==> src/rtl/mult_axi_pkg.sv <==
// Shared constants for the multiplier AXI-Lite initiator: FSM encoding,
// default register byte offsets of the multiplier slave, and the OKAY response.
// No logic; imported by mult_axi_master and axi_lite_wr_channel.
package mult_axi_pkg;

  // FSM state encoding (one write or read phase per state)
  localparam logic [3:0] ST_IDLE       = 4'd0;
  localparam logic [3:0] ST_WR_A       = 4'd1;
  localparam logic [3:0] ST_WR_A_RESP  = 4'd2;
  localparam logic [3:0] ST_WR_B       = 4'd3;
  localparam logic [3:0] ST_WR_B_RESP  = 4'd4;
  localparam logic [3:0] ST_RD_LO      = 4'd5;
  localparam logic [3:0] ST_RD_LO_DATA = 4'd6;
  localparam logic [3:0] ST_RD_HI      = 4'd7;
  localparam logic [3:0] ST_RD_HI_DATA = 4'd8;
  localparam logic [3:0] ST_DONE       = 4'd9;

  // Default byte offsets of the multiplier slave registers
  localparam int unsigned DEF_ADDR_OP_A   = 16;
  localparam int unsigned DEF_ADDR_OP_B   = 20;
  localparam int unsigned DEF_ADDR_RES_LO = 24;
  localparam int unsigned DEF_ADDR_RES_HI = 28;

  // bresp/rresp value meaning success
  localparam logic RESP_OKAY = 1'b0;

endpackage

==> src/rtl/axi_lite_wr_channel.sv <==
// AXI-Lite AW+W issuer: launches one address/data pair per start pulse.
// Latency: valids rise the cycle after start; done pulses in the cycle the last of AW/W handshakes.
// Backpressure: awvalid and wvalid each hold (payload stable) until their own ready, then drop independently.
// Ports: clk/rst_n (sync active-low), start + start_addr/start_data (load a new write),
//        awaddr/awvalid/awready, wdata/wstrb/wvalid/wready, done (both channels complete).
module axi_lite_wr_channel
  import mult_axi_pkg::*;
#(
  parameter int unsigned DATA_WIDTH = 32,
  parameter int unsigned ADDR_WIDTH = 8
) (
  input  logic                      clk,
  input  logic                      rst_n,
  input  logic                      start,
  input  logic [ADDR_WIDTH-1:0]     start_addr,
  input  logic [DATA_WIDTH-1:0]     start_data,
  output logic [ADDR_WIDTH-1:0]     awaddr,
  output logic                      awvalid,
  input  logic                      awready,
  output logic [DATA_WIDTH-1:0]     wdata,
  output logic [DATA_WIDTH/8-1:0]   wstrb,
  output logic                      wvalid,
  input  logic                      wready,
  output logic                      done
);

  logic busy;

  // Complete once neither channel is still waiting; a channel finishing in
  // this very cycle counts, so AW and W may close in either order or together.
  assign done = busy && (!awvalid || awready) && (!wvalid || wready);

  always_ff @(posedge clk) begin
    if (!rst_n) begin
      awaddr  <= '0;
      awvalid <= 1'b0;
      wdata   <= '0;
      wstrb   <= '0;
      wvalid  <= 1'b0;
      busy    <= 1'b0;
    end else if (start) begin
      awaddr  <= start_addr;
      awvalid <= 1'b1;
      wdata   <= start_data;
      wstrb   <= '1;
      wvalid  <= 1'b1;
      busy    <= 1'b1;
    end else begin
      if (awvalid && awready) awvalid <= 1'b0;
      if (wvalid && wready)   wvalid  <= 1'b0;
      if (done)               busy    <= 1'b0;
    end
  end

endmodule

==> src/rtl/mult_axi_master.sv <==
// AXI-Lite initiator for the multiplier: writes op A, op B, reads result lo/hi, returns product.
// Latency: 9 cycles from command handshake to res_valid with a zero-wait, next-cycle slave.
// Backpressure: one command at a time; cmd_ready only in IDLE, result held in DONE until res_ready.
// Ports: m2_axi_aclk/m2_axi_aresetn (sync active-low), cmd_* command in, res_* result out,
//        m2_axi_aw*/w*/b* write channels, m2_axi_ar*/r* read channels.
module mult_axi_master
  import mult_axi_pkg::*;
#(
  parameter int unsigned DATA_WIDTH  = 32,
  parameter int unsigned ADDR_WIDTH  = 8,
  parameter int unsigned ADDR_OP_A   = DEF_ADDR_OP_A,
  parameter int unsigned ADDR_OP_B   = DEF_ADDR_OP_B,
  parameter int unsigned ADDR_RES_LO = DEF_ADDR_RES_LO,
  parameter int unsigned ADDR_RES_HI = DEF_ADDR_RES_HI
) (
  input  logic                      m2_axi_aclk,
  input  logic                      m2_axi_aresetn,
  input  logic                      cmd_valid,
  output logic                      cmd_ready,
  input  logic [DATA_WIDTH-1:0]     cmd_op_a,
  input  logic [DATA_WIDTH-1:0]     cmd_op_b,
  output logic                      res_valid,
  input  logic                      res_ready,
  output logic [2*DATA_WIDTH-1:0]   res_product,
  output logic                      res_err,
  output logic [ADDR_WIDTH-1:0]     m2_axi_awaddr,
  output logic                      m2_axi_awvalid,
  input  logic                      m2_axi_awready,
  output logic [DATA_WIDTH-1:0]     m2_axi_wdata,
  output logic [DATA_WIDTH/8-1:0]   m2_axi_wstrb,
  output logic                      m2_axi_wvalid,
  input  logic                      m2_axi_wready,
  input  logic                      m2_axi_bresp,
  input  logic                      m2_axi_bvalid,
  output logic                      m2_axi_bready,
  output logic [ADDR_WIDTH-1:0]     m2_axi_araddr,
  output logic                      m2_axi_arvalid,
  input  logic                      m2_axi_arready,
  input  logic [DATA_WIDTH-1:0]     m2_axi_rdata,
  input  logic                      m2_axi_rresp,
  input  logic                      m2_axi_rvalid,
  output logic                      m2_axi_rready
);

  localparam logic [ADDR_WIDTH-1:0] A_OP_A   = ADDR_WIDTH'(ADDR_OP_A);
  localparam logic [ADDR_WIDTH-1:0] A_OP_B   = ADDR_WIDTH'(ADDR_OP_B);
  localparam logic [ADDR_WIDTH-1:0] A_RES_LO = ADDR_WIDTH'(ADDR_RES_LO);
  localparam logic [ADDR_WIDTH-1:0] A_RES_HI = ADDR_WIDTH'(ADDR_RES_HI);

  logic [3:0]            state;
  logic [DATA_WIDTH-1:0] op_b;
  logic [DATA_WIDTH-1:0] res_lo;
  logic [DATA_WIDTH-1:0] res_hi;
  logic                  err;

  logic                  wr_start;
  logic [ADDR_WIDTH-1:0] wr_addr;
  logic [DATA_WIDTH-1:0] wr_data;
  logic                  wr_done;

  logic b_ok;
  logic r_ok;

  assign b_ok = (m2_axi_bresp == RESP_OKAY);
  assign r_ok = (m2_axi_rresp == RESP_OKAY);

  // Handshake-side outputs are pure state decodes; none looks at its own ready.
  assign cmd_ready     = (state == ST_IDLE);
  assign res_valid     = (state == ST_DONE);
  assign m2_axi_bready = (state == ST_WR_A_RESP) || (state == ST_WR_B_RESP);
  assign m2_axi_rready = (state == ST_RD_LO_DATA) || (state == ST_RD_HI_DATA);
  assign res_product   = {res_hi, res_lo};
  assign res_err       = err;

  // Operand A goes straight from the command port into the write channel at
  // acceptance, so only operand B needs a holding register.
  always_comb begin
    wr_start = 1'b0;
    wr_addr  = A_OP_A;
    wr_data  = cmd_op_a;
    if (state == ST_IDLE) begin
      wr_start = cmd_valid;
    end else if (state == ST_WR_A_RESP) begin
      wr_start = m2_axi_bvalid && b_ok;
      wr_addr  = A_OP_B;
      wr_data  = op_b;
    end
  end

  axi_lite_wr_channel #(
    .DATA_WIDTH (DATA_WIDTH),
    .ADDR_WIDTH (ADDR_WIDTH)
  ) u_wr (
    .clk        (m2_axi_aclk),
    .rst_n      (m2_axi_aresetn),
    .start      (wr_start),
    .start_addr (wr_addr),
    .start_data (wr_data),
    .awaddr     (m2_axi_awaddr),
    .awvalid    (m2_axi_awvalid),
    .awready    (m2_axi_awready),
    .wdata      (m2_axi_wdata),
    .wstrb      (m2_axi_wstrb),
    .wvalid     (m2_axi_wvalid),
    .wready     (m2_axi_wready),
    .done       (wr_done)
  );

  always_ff @(posedge m2_axi_aclk) begin
    if (!m2_axi_aresetn) begin
      state          <= ST_IDLE;
      op_b           <= '0;
      res_lo         <= '0;
      res_hi         <= '0;
      err            <= 1'b0;
      m2_axi_arvalid <= 1'b0;
      m2_axi_araddr  <= '0;
    end else begin
      case (state)
        ST_IDLE: begin
          if (cmd_valid) begin
            op_b   <= cmd_op_b;
            // Halves not captured before an error must read back as zero.
            res_lo <= '0;
            res_hi <= '0;
            err    <= 1'b0;
            state  <= ST_WR_A;
          end
        end
        ST_WR_A: begin
          if (wr_done) state <= ST_WR_A_RESP;
        end
        ST_WR_A_RESP: begin
          if (m2_axi_bvalid) begin
            if (b_ok) begin
              state <= ST_WR_B;
            end else begin
              err   <= 1'b1;
              state <= ST_DONE;
            end
          end
        end
        ST_WR_B: begin
          if (wr_done) state <= ST_WR_B_RESP;
        end
        ST_WR_B_RESP: begin
          if (m2_axi_bvalid) begin
            if (b_ok) begin
              m2_axi_arvalid <= 1'b1;
              m2_axi_araddr  <= A_RES_LO;
              state          <= ST_RD_LO;
            end else begin
              err   <= 1'b1;
              state <= ST_DONE;
            end
          end
        end
        ST_RD_LO: begin
          if (m2_axi_arready) begin
            m2_axi_arvalid <= 1'b0;
            state          <= ST_RD_LO_DATA;
          end
        end
        ST_RD_LO_DATA: begin
          if (m2_axi_rvalid) begin
            if (r_ok) begin
              res_lo         <= m2_axi_rdata;
              m2_axi_arvalid <= 1'b1;
              m2_axi_araddr  <= A_RES_HI;
              state          <= ST_RD_HI;
            end else begin
              err   <= 1'b1;
              state <= ST_DONE;
            end
          end
        end
        ST_RD_HI: begin
          if (m2_axi_arready) begin
            m2_axi_arvalid <= 1'b0;
            state          <= ST_RD_HI_DATA;
          end
        end
        ST_RD_HI_DATA: begin
          if (m2_axi_rvalid) begin
            if (r_ok) res_hi <= m2_axi_rdata;
            else      err    <= 1'b1;
            state <= ST_DONE;
          end
        end
        ST_DONE: begin
          if (res_ready) begin
            err   <= 1'b0;
            state <= ST_IDLE;
          end
        end
        default: state <= ST_IDLE;
      endcase
    end
  end

endmodule

==> config.mk <==
export PLATFORM = sky130hd
export DESIGN_NAME = mult_axi_master
export DESIGN_NICKNAME = d
export VERILOG_FILES = /design/src/rtl/mult_axi_pkg.sv /design/src/rtl/axi_lite_wr_channel.sv /design/src/rtl/mult_axi_master.sv
export SDC_FILE = /design/constraint.sdc
export NUM_CORES = 1
export LEC_CHECK = 0
export BUFFER_PORTS_ARGS = -buffer_cell sky130_fd_sc_hd__clkbuf_2
export CORE_ASPECT_RATIO = 2
export CORE_MARGIN = 1.5
export CORE_UTILIZATION = 30
export CTS_BUF_LIST = sky130_fd_sc_hd__clkbuf_16
export DETAILED_ROUTE_END_ITERATION = 8
export PLACE_DENSITY = 0.6
export SETUP_SLACK_MARGIN = 0.02
export SKIP_LAST_GASP = 1
export SLEW_MARGIN = 10
export SYNTH_ARGS = -nofsm -noshare
export SYNTH_HDL_FRONTEND = slang
export SYNTH_HIERARCHICAL = 1
export SYNTH_SLANG_ARGS = --single-unit
export TNS_END_PERCENT = 1
==> constraint.sdc <==
create_clock -name m2_axi_aclk -period 3.4 [get_ports m2_axi_aclk]
set_input_delay 0.34 -clock m2_axi_aclk [delete_from_list [all_inputs] [get_ports m2_axi_aclk]]
set_output_delay 0.34 -clock m2_axi_aclk [all_outputs]
set_load 0.005 [all_outputs]
==> results of run 1 <==
## registers in the layout (all words and copies together), names as in the netlist
name	count
res_err	1
res_hi	32
u_wr/wstrb	1
op_b	32
m2_axi_arvalid	1
u_wr/wvalid	1
u_wr/awvalid	1
u_wr/busy	1
state	4
res_lo	32
u_wr/wdata	32
m2_axi_araddr	2
u_wr/awaddr	8
## worst max-delay path: cells and delay by family, from the launching register on
kind                   cells  cell delay, ns
buffers and inverters      2            0.54
DFF                        1            0.86
and+or+nand+nor            2            0.56
## cell families after synthesis
group           Yosys count  synth area share, %
mux                     108                 16.6
simple gates            281                 22.1
xor+xnor                  1                0.130
other cells               2                0.111
flops                   148                 43.8
buf+inv                  67                 6.48
compound gates           93                 10.7
## area by class of cell
type	instances	area (um2)	area share, %
Tap cell	276	345	4.03
Inverter	4	15.0	0.175
Sequential cell	148	2960	34.6
Clock buffer	17	425	4.96
Clock inverter	15	188	2.19
Multi-Input combinational cell	495	3410	39.8
Timing Repair Buffer	234	1220	14.3
## per-layer routing
| layer | global-route usage, % | up-vias | part of all wire [%] |
|---|---|---|---|
| li1 | - | 2733 | - |
| met1 | 15.5 | 2508 | 37 |
| met2 | 30.3 | 147 | 55 |
| met3 | 4.58 | 35 | 4.8 |
| met4 | 9.04 | 0 | 3.7 |
| met5 | 0 | - | 0 |
## synthesized netlist by cell type (2+ instances only)
cell type    n
a211oi_1     3
nand2_1    106
nor2_1       5
buf_2        8
inv_1        4
nor2b_1     77
nor3_1       2
buf_12       3
o32ai_1      2
and2_1      34
nand3_1     34
o21a_1       8
nor3b_1      2
mux2_2      32
clkbuf_1    23
a21boi_0    52
buf_1        2
mux2i_1     75
buf_4       21
buf_6        5
or3_1        2
a21boi_1    13
conb_1       2
dfxtp_1    148
o21ai_0      5
nand2b_1     4
nand3b_1     4
## where the power goes
part           switching (mW)  total (mW)  internal [mW]
logic                   0.838        1.53          0.695
registers               0.172        2.13           1.95
clock network           0.764        1.98           1.22
total                    1.77        5.64           3.87
## worst paths after layout
path	from	to	slack [ns]	cells after the start
worst max-delay path	state[2]	m2_axi_rready	0.65	4
worst min-delay path	cmd_op_b[31]	op_b[31]	0.12	3
worst max register to register	state[0]	state[3]	1.01	5
worst min register to register	res_lo[28]	res_lo[28]	0.45	2
## per-stage QoR
step | util (%) | worst slack, ns | power (mW) | hold WS [ns]
after floorplan | - | 1.43 | 3.35 | 0.431
after global placement | 35.9 | 1.10 | 3.71 | 0.439
after detailed placement | 35.9 | 0.998 | 3.73 | 0.448
after CTS | 38.7 | 0.588 | 5.74 | 0.0791
after global routing | 38.7 | 0.500 | 5.95 | 0.110
final | 38.7 | 0.654 | 5.64 | 0.115
==> impl_metrics.yaml, run 1 <==
place:
  place_inst: 1157
  placed_area_um2: 7960
  routabilityCongestion: 0.803
  numPortBuffers: 225
  hpwl_mm: 13.3
layout:
  design_area_um2: 8570
  nets: 1007
  area_growth_pct: 26.7
  layout_common_cells: "clkbuf_2, dfxtp_1, nand2_1"
  diodes: 0
  layout-drive-gt1-share_pct: 33.5
  fill_cells: 2305
  fin_cells: 1189
  layout_commonest_cell: "clkbuf_2"
run_status:
  status: "completed"
yosys:
  synth_ff_type: "dfxtp_1"
  synth.area.top_cells: "dfxtp_1, mux2i_1, nor2b_1"
  yosysTopAreaCellShare_pct: 43.8
  yosys_warnings: 6
  ys_ff_latch: 148
  yosysSeqAreaShare_pct: 43.8
  synth.largest_area_cell: "dfxtp_1"
  syn_area_um2: 6760
  syn_area_per_cell_um2: 9.66
  synth-edff-count: 0
  synthArstFlopShare_pct: 0
  yosysUniqueCellTypes: 51
  postSynthCellCount: 700
clock_tree:
  cts_buffers: 17
  clk_path_buf_depth: 2
  cts-htree-levels: 4
  clkTransAtPathRegs_ns: 0.06
  clk_latency_ns: 0.44
  cts.sinks: 148
  post_cts_buffers: 0
  cts_tree: "yes"
  hold_buffers: 0
  ctsResizeCount: 0
  cts-root-buf: "clkbuf_16"
floorplan:
  dieWidth_um: 109
  initial_core_util_pct: 30.5
  fp.coreArea_um2: 22200
  rows: 77
  io_pins: 231
  dieArea_um2: 23500
  die_h_um: 215
critical_path:
  cpPeakStageDelay_ns: 0.86
  crit_required_ns: 3.06
  cp_slowest_cell: "dfxtp_1"
  crit_arrival_ns: 2.41
  crit_chain: "and4bb_2 > buf_4 > or2_1 > clkbuf_2"
  path_class: "flop to output port"
  startpoint_type: "flop"
  cp-end-kind: "output port"
  crit_path_max_fanout: 38
global_routing:
  grt_start_max_net_pins: 85
  gr-usage-all-layers_pct: 16.3
  grt_pass1_wl_mm: 28.7
  grt_antenna_before_repair: 0
  first_global_vias: 5440
  globalRoute.totalOverflow: 0
job:
  max_cap_viol_count: 0
route:
  via_per_inst: 4.56
  via_count: 5423
  drt_wl_total_mm: 18.8
  drt_first_iter_violations: 248
  routedWlPerCell_um: 15.8
  first_pass_iters: 4
  final_antenna_net_count: 0
  drc: 0
sta:
  fmax_ghz: 0.364
  grt_setup_unrepaired: "no"
  final-setup-viol-count: 0
  fin_skew_ns: 0.0119
  hold_viol: 0
  finalCritPeriodShare_pct: 80.8
  relSlewSlack_pct: 44.4
  tns_ns: 0
  finalMaxSlewViolations: 0
  fin_crit_ns: 2.75
  tightest_slew_ns: 0.833
pwr:
  vdd_drop_max_mv: 0.348
  p_leak_nw: 3.64
  power.density_nw_per_um2: 658
worst_hold_path:
  hp-class: "primary input to flop"
Power figures use the tool's default switching activity.
==> run 2, diff against run 1 <==
Settings changed: ABC_AREA set to 1, PLACE_DENSITY 0.6 to 0.61.
Clock period 3.4 ns to 2.8 ns, I/O delays scaled along.
==> run 2 against run 1 <==
Net effect: combinational power is 120% higher; total power is 53% higher; global-route usage is 0.61 points higher; via count is 11% higher; clock power is 15% higher; first-iteration DRC count is 18% higher; synthesized cell count is 23% higher; register-to-register slack worse by 0.15 ns; clock skew is 0.0023 ns lower; wire length is 0.62% lower; largest power group is now combinational cells; highest routed layer unchanged.
==> impl_metrics.yaml, run 2 <==
run_status:
  status: "completed"
critical_path:
  crit_required_ns: 2.52
  crit_arrival_ns: 1.79
  startpoint_type: "flop"
  crit_path_max_fanout: 33
  cp-end-kind: "output port"
  startpoint: "state[1]"
  reg2reg_from: "state[3]"
  path_class: "flop to output port"
yosys:
  synth-adder-area-share_pct: 0
  yosysSeqAreaShare_pct: 46.3
  syn_area_um2: 6400
  synth.area.top_cells: "dfxtp_1, a21oi_1, o21ai_0"
  synth_ff_type: "dfxtp_1"
  synthArstFlopShare_pct: 0
  synth_compound_area_share_pct: 17.7
  syn_area_per_cell_um2: 7.43
  yosysTopAreaCellShare_pct: 46.3
  synth.most_common_cell: "dfxtp_1"
  synth.largest_area_cell: "dfxtp_1"
  synth-edff-count: 0
  postSynthCellCount: 861
  ys_ff_latch: 148
  synthSimpleGateAreaFrac_pct: 23.0
  synthMuxAreaShare_pct: 0
  synth_xor_area_share_pct: 0
  yosysUniqueCellTypes: 32
  yosys_warnings: 6
  synth_top_cells_by_count: "dfxtp_1, nand2_1, inv_1, a21oi_1, o21ai_0"
  synth_top_family_by_area: "simple AND/OR/NAND/NOR gates"
pwr:
  vdd_drop_max_mv: 0.639
  power_mw: 8.63
  p_leak_nw: 3.94
  power.density_nw_per_um2: 1050
global_routing:
  grt_antenna_before_repair: 0
  grt_pass1_wl_mm: 29.1
  grt_start_max_net_pins: 75
  globalRoute.totalOverflow: 0
  gr-usage-all-layers_pct: 16.9
  first_global_vias: 5702
route:
  drt_first_iter_violations: 293
  routedWlPerCell_um: 13.9
  via_per_inst: 4.49
  drt_wl_total_mm: 18.7
  final_antenna_net_count: 0
  via_count: 6042
  drc: 0
  first_pass_iters: 4
clock_tree:
  cts.sinks: 148
  ctsResizeCount: 0
  cts-htree-levels: 4
  clkTransAtPathRegs_ns: 0.06
  clk_latency_ns: 0.43
  cts_buffers: 17
  cts-root-buf: "clkbuf_16"
  post_cts_buffers: 0
  cts_tree: "yes"
  clk_path_buf_depth: 2
  hold_buffers: 0
layout:
  layout_common_cells: "clkbuf_2, dfxtp_1, nand2_1"
  area_growth_pct: 28.2
  layout_commonest_cell: "clkbuf_2"
  diodes: 0
  fill_cells: 2219
  design_area_um2: 8200
  multi_input_area_um2: 2660
  fin_util_pct: 39.2
  layout-drive-gt1-share_pct: 29.2
  register_area_um2: 2960
  nets: 1170
place:
  placed_area_um2: 7630
  routabilityCongestion: 0.854
  hpwl_mm: 12.9
  numPortBuffers: 225
job:
  max_cap_viol_count: 0
floorplan:
  fp.coreArea_um2: 20900
  rows: 75
  io_pins: 231
  die_h_um: 210
  initial_core_util_pct: 30.6
  dieWidth_um: 106
  dieArea_um2: 22300
sta:
  relSlewSlack_pct: 44.4
  tns_ns: 0
  fin_skew_ns: 0.00953
  final-setup-viol-count: 0
  grt_setup_unrepaired: "no"
  finalMaxSlewViolations: 0
  fmax_ghz: 0.483
  tightest_slew_ns: 0.833
  hold_viol: 0
  fin_crit_ns: 2.07
  finalCritPeriodShare_pct: 74.0
worst_hold_path:
  hold_path.startpoint: "m2_axi_rdata[23]"
  hp-class: "primary input to flop"
-- run 2: cell count changes in the layout (fill, tap and decap cells not counted), moves of 31 or more --
cell	change
a21boi_0	-52
mux2_2	-32
a21oi_1	+106
nand3_2	+31
nor2b_1	-77
o21ai_0	+95
mux2i_1	-75
nor2_1	+91
and2_1	-34
inv_1	+110
-- run 2: worst max-delay path, cell delays in order (launching register included) --
cell and delay [ns]:
dfxtp_1 0.45, inv_2 0.07, nor2_2 0.20, nand2_2 0.09, buf_4 0.24, nand2_2 0.16
clkbuf_2 0.15
-- run 2: power by group --
group	total [mW]	switching (mW)	internal, mW
logic	3.38	2.24	1.15
registers	2.98	0.286	2.70
clock network	2.27	0.892	1.37
total	8.63	3.42	5.22
-- run 2: path summary, 6_finish.rpt --
check / slack (ns) / end / cells past startpoint
worst max-delay path: 0.73 / m2_axi_bready / 6
worst min-delay path: 0.11 / res_lo[23] / 3
worst min register to register: 0.45 / op_b[21] / 2
worst max register to register: 0.86 / res_hi[12] / 8
-- run 2: layer usage --
layer | vias up | routed length (um) | share of wire [%] | track usage (%)
met5 | - | 0 | 0 | 0
met4 | 0 | 550 | 2.9 | 8.25
met3 | 31 | 904 | 4.8 | 3.98
met2 | 194 | 9980 | 53 | 31.7
met1 | 2687 | 7240 | 39 | 17.1
li1 | 3130 | - | - | -
-- run 2: final cells by class --
class / count / share of cell area (%)
Tap cell: 269 / 4.10
Timing Repair Buffer: 236 / 14.9
Clock buffer: 17 / 5.19
Sequential cell: 148 / 36.1
Multi-Input combinational cell: 542 / 32.4
Clock inverter: 15 / 1.83
Inverter: 118 / 5.46
-- run 2: through the flow --
step | std cells | hold WS, ns | worst slack [ns]
after CTS | 1345 | 0.0781 | 0.697
after detailed placement | 1313 | 0.439 | 0.892
after global placement | 1313 | 0.434 | 0.949
final | 1345 | 0.107 | 0.728
after floorplan | 871 | 0.418 | 0.988
after global routing | 1345 | 0.0995 | 0.599
-- run 2: cells by family after synthesis --
group	after synthesis
other	2
and+or+nand+nor	310
AOI/OAI and AO/OA	220
DFF	148
buffers and inverters	181
